## config.mk

```make
export PLATFORM = sky130hd
export DESIGN_NAME = pipe_stage_buf
export DESIGN_NICKNAME = d
export VERILOG_FILES = /design/src/rtl/pipe_stage_buf.sv
export SDC_FILE = /design/constraint.sdc
export NUM_CORES = 1
export LEC_CHECK = 0
export ABC_AREA = 1
export BUFFER_PORTS_ARGS = -buffer_cell sky130_fd_sc_hd__buf_2
export CORE_MARGIN = 1.5
export CORE_UTILIZATION = 24
export DETAILED_ROUTE_END_ITERATION = 8
export GPL_ROUTABILITY_DRIVEN = 0
export GPL_TIMING_DRIVEN = 0
export PLACE_DENSITY_LB_ADDON = 0.12
export SLEW_MARGIN = 25
export SYNTH_ARGS = -nofsm -noshare
export SYNTH_HDL_FRONTEND = slang
export SYNTH_SLANG_ARGS = --single-unit
```

## constraint.sdc

```tcl
create_clock -name clk -period 2 [get_ports clk]
set_clock_uncertainty 0.05 [all_clocks]
set_input_delay 0.2 -clock clk [delete_from_list [all_inputs] [get_ports clk]]
set_output_delay 0.2 -clock clk [all_outputs]
set_load 0.005 [all_outputs]
```

## src/rtl/pipe_stage_buf.sv

```systemverilog
// Valid/ready pipeline stage register with flush, optional 2-entry skid buffer and stall counter.
// Control payload is forced to zero whenever no entry is presented downstream.
module pipe_stage_buf #(
  parameter int unsigned DATA_W = 32,
  parameter int unsigned CTRL_W = 8,
  parameter bit          SKID   = 1'b1,
  parameter int unsigned CNT_W  = 16
) (
  input  logic              clk,
  input  logic              rst,
  input  logic              flush,
  input  logic              in_valid,
  output logic              in_ready,
  input  logic [DATA_W-1:0] in_data,
  input  logic [CTRL_W-1:0] in_ctrl,
  output logic              out_valid,
  input  logic              out_ready,
  output logic [DATA_W-1:0] out_data,
  output logic [CTRL_W-1:0] out_ctrl,
  output logic [1:0]        occupancy,
  output logic [CNT_W-1:0]  stall_cnt
);

  typedef enum logic [1:0] {StEmpty, StOne, StTwo} state_e;

  state_e            state_q, state_d;
  logic [DATA_W-1:0] main_data_q, main_data_d;
  logic [CTRL_W-1:0] main_ctrl_q, main_ctrl_d;
  logic [DATA_W-1:0] skid_data_q, skid_data_d;
  logic [CTRL_W-1:0] skid_ctrl_q, skid_ctrl_d;
  logic              in_ready_q;
  logic [CNT_W-1:0]  stall_cnt_q;
  logic              in_fire, out_fire;

  assign out_valid = (state_q != StEmpty);
  // Gated by rst so the stage refuses input during reset and accepts right after release.
  assign in_ready  = rst & (SKID ? in_ready_q : (~out_valid | out_ready));
  assign in_fire   = in_valid & in_ready;
  assign out_fire  = out_valid & out_ready;

  assign out_data  = main_data_q;
  assign out_ctrl  = out_valid ? main_ctrl_q : '0;
  assign stall_cnt = stall_cnt_q;

  always_comb begin
    occupancy = 2'd0;
    unique case (state_q)
      StOne:   occupancy = 2'd1;
      StTwo:   occupancy = 2'd2;
      default: occupancy = 2'd0;
    endcase
  end

  always_comb begin
    state_d     = state_q;
    main_data_d = main_data_q;
    main_ctrl_d = main_ctrl_q;
    skid_data_d = skid_data_q;
    skid_ctrl_d = skid_ctrl_q;
    if (flush) begin
      state_d = StEmpty;
    end else begin
      unique case (state_q)
        StEmpty: begin
          if (in_fire) begin
            main_data_d = in_data;
            main_ctrl_d = in_ctrl;
            state_d     = StOne;
          end
        end
        StOne: begin
          if (in_fire && out_fire) begin
            main_data_d = in_data;
            main_ctrl_d = in_ctrl;
          end else if (in_fire) begin
            // Only reachable with SKID=1: head is stalled, park the newcomer.
            skid_data_d = in_data;
            skid_ctrl_d = in_ctrl;
            state_d     = StTwo;
          end else if (out_fire) begin
            state_d = StEmpty;
          end
        end
        StTwo: begin
          if (out_fire) begin
            main_data_d = skid_data_q;
            main_ctrl_d = skid_ctrl_q;
            state_d     = StOne;
          end
        end
        default: state_d = StEmpty;
      endcase
    end
  end

  always_ff @(posedge clk) begin
    if (!rst) begin
      state_q     <= StEmpty;
      main_data_q <= '0;
      main_ctrl_q <= '0;
      skid_data_q <= '0;
      skid_ctrl_q <= '0;
      in_ready_q  <= 1'b1;
      stall_cnt_q <= '0;
    end else begin
      state_q     <= state_d;
      main_data_q <= main_data_d;
      main_ctrl_q <= main_ctrl_d;
      skid_data_q <= skid_data_d;
      skid_ctrl_q <= skid_ctrl_d;
      in_ready_q  <= (state_d != StTwo);
      if (out_valid && !out_ready && (stall_cnt_q != '1)) begin
        stall_cnt_q <= stall_cnt_q + {{(CNT_W-1){1'b0}}, 1'b1};
      end
    end
  end

endmodule

```

==> summary.md <==
| Metric | Value |
|---|---|
| Synth Cell Area | `4320 um^2` |
| Gr busiest metal | `met2` |
| Yosys top cell area share | `between 40% and 50%` |
| Fin. Hold Viols | `0` |
| Core Area | `approximately 17000 um^2` |
| Via count | `4277` |
| Max H-tree Level | `3` |
| Largest family of logic cells by synthesized area | `compound AO/OA/AOI/OAI gates` |
| Final Power | `0.00409 W` |
| Worst EP required | `2.16 ns` |
| Drt initial violations | `192` |
| Max Slew Vio Count | `0` |
| Tcrit/Tclk final | `89.5%` |
| Largest area contributor in the netlist | `dfxtp_1` |
| Grt ovf | `0` |
| Fin crit period | `roughly 1.8 ns` |
| Drt first pass iters | `4` |
| Crit-path max FO | `10` |
| Met3 usage | `4.01%` |
| Number of setup buffers added after CTS | `0` |
| FF+latch count, synth | `99` |
| M1 GR Usage | `19.2%` |
| Final Setup Violations | `0` |
| CTS buffer count | `9` |
| Measured slew at the worst slew-check pin | `0.531 ns` |
| CP Capture Type | `register` |
| Maximum vdd drop | `around 0.42 mV` |
| Synth top area cells | `dfxtp_1, a21oi_1, o21ai_0, nand2_1, inv_1` |
| Routed WL per cell | `14.0 um` |
| Post-CTS Hold Fix Bufs | `0` |
| CP Launch Type | `register` |
| Die X | `about 140 um` |
| Yosys warns | `0` |
| CTS Sinks | `between 90 and 100` |
| Compound-gate portion of the synthesized area | `24.3%` |
| Fmax | `0.559 GHz` |
| Post-synthesis simple-gate area fraction | `16.3%` |
| Fraction of the mapped netlist area in adder cells | `0.289%` |
| Status | `completed` |
| # DRC | `0` |
| Worst Hold Margin | `0.0797 ns` |
| Port Buffer Count | `roughly 100` |
| Xor-xnor portion of the synthesized cell area | `1.22%` |
| Total Routing Usage GR | `roughly 15%` |
| Hpwl dp | `between 9000 and 10000 um` |
| Worst-Skew Late Latency | `0.35 ns` |
| Starting Density | `24.7%` |
| Area growth syn-to-layout | `25.5%` |
| Post-synthesis mux area share | `0%` |
| TritonCTS clock tree | `done` |
| Synth Net Count | `659` |
| Max cap viols | `0` |
| Clock root buffer | `clkbuf_16` |
| Slew margin rel. | `64.6%` |
| Initial antenna violation count | `1` |
| Most frequent cells in the layout | `buf_2, nand2_1, dfxtp_1, inv_1, a21oi_1` |
| Synthesized area per cell | `~7 um^2` |
| PD cells | `754 nW/um^2` |
| Deepest clock path buffer count | `2` |
| Setup TNS Final | `0 ns` |
| First-pass GRT wire length | `21000 um` |
| Met2 Track Usage GR | `23.5%` |
| Routed Antenna Nets | `0` |
| Total die area | `around 19000 um^2` |
| Type of the worst setup path | `register to register` |
| RSZ-0062 raised after global routing | `false` |
| Share of layout cells above drive strength 1 | `a little under a fifth` |
| Sequential area share after synthesis | `45.8%` |
| Post-synthesis cell type count | `24` |
| CTS clk-pin slew, worst paths | `0.07 ns` |
| # IOs | `between 100 and 150` |
| DR vias/cell | `4.46` |
| Placement row count | `between 40 and 50` |
| Final WL | `13500 um` |
| Worst Hold Class | `input port to register` |
| Largest net degree at the start of global routing | `17` |
| Vias in the first global route | `around 4000` |
| Nets | `774` |
| WP data arrival | `1.95 ns` |
| Leak pwr | `around 2.3 nW` |
| Most common cell after layout, fill and taps aside | `buf_2` |
| Cells after synthesis | `613` |
| Chip Height | `137 um` |
worst max-delay path: stages (launching register included):
cell and delay, ns:
dfxtp_1 0.42, ha_1 0.23, nand2_1 0.06, nor2_1 0.17, nand2_1 0.16, nor2_1 0.21
nor2_4 0.09, buf_6 0.15, nand2_1 0.06, a21oi_1 0.05
path summary, 6_finish.rpt:
path                startpoint               to  slack (ns)  cells after the start
setup / recovery  stall_cnt[0]     stall_cnt[2]        0.21                      9
hold / removal     in_data[29]  skid_data_q[29]        0.08                      3
setup reg to reg  stall_cnt[0]     stall_cnt[2]        0.21                      9
hold reg to reg   out_data[21]     out_data[21]        0.39                      2
kinds of logic (layout without fill, tap and decap cells):
family | Yosys count | in the layout
simple gates | 167 | 167
flops | 99 | 99
buf+inv | 131 | 251
compound gates | 209 | 209
fa+ha+maj | 1 | 1
xor+xnor | 6 | 6
other cells | 0 | 1
synthesized netlist by cell type, drive strengths merged:
cell type  instances
o21ai            119
nand2            103
dfxtp             99
inv               96
a21oi             90
nor2              42
clkbuf            22
buf               13
nand3             12
nand4              6
xor2               4
nor3               2
xnor2              2
ha                 1
nor3b              1
or2                1
repair_timing:
action	CTS	global route
resized for setup	0	1
setup endpoints to repair	0	1
endpoints found under the hold margin	0	0
registers in the layout (all words and copies together) (netlist names):
signal and flops:
skid_data_q 32, in_ready_q 1, out_data 32, skid_ctrl_q 8, main_ctrl_q 8, state_q 2
stall_cnt 16
layer usage:
metal	share of wire [%]	up-vias	routed length (um)
met4	1.2	0	167
met3	5.4	15	724
met1	47	1953	6380
met2	46	105	6180
li1	-	2204	-
met5	0	-	0
through the flow:
| step | setup WS [ns] | cells | cell area, um^2 | util (%) |
|---|---|---|---|---|
| 2_1_floorplan | 0.477 | 613 | 4320 | - |
| 6_report | 0.210 | 959 | 5430 | 31.0 |
| 3_3_place_gp | 0.178 | 942 | 5130 | 29.3 |
| 5_1_grt | 0.0216 | 958 | 5420 | 31.0 |
| 4_1_cts | 0.135 | 958 | 5420 | 31.0 |
| 3_5_place_dp | 0.155 | 942 | 5130 | 29.3 |
report_power, final:
part	internal [W]	switching, W	total [W]
Combinational	0.000129	0.000197	0.000326
Clock	0.000915	0.000805	0.00172
Sequential	0.00202	0.0000227	0.00204
Total	0.00306	0.00102	0.00409
final cells by class:
cell class                 count  area (um^2)
antenna                        1         2.50
buffer                        35          161
clock buffer                  11          253
clock inverter                 5         36.3
fill                        1934        12100
inverter                      96          360
multi-input combinational    383         1830
sequential                    99         1980
tap                          225          282
timing repair buffer         104          520
Note: power is estimated with default switching activity, not from simulation.
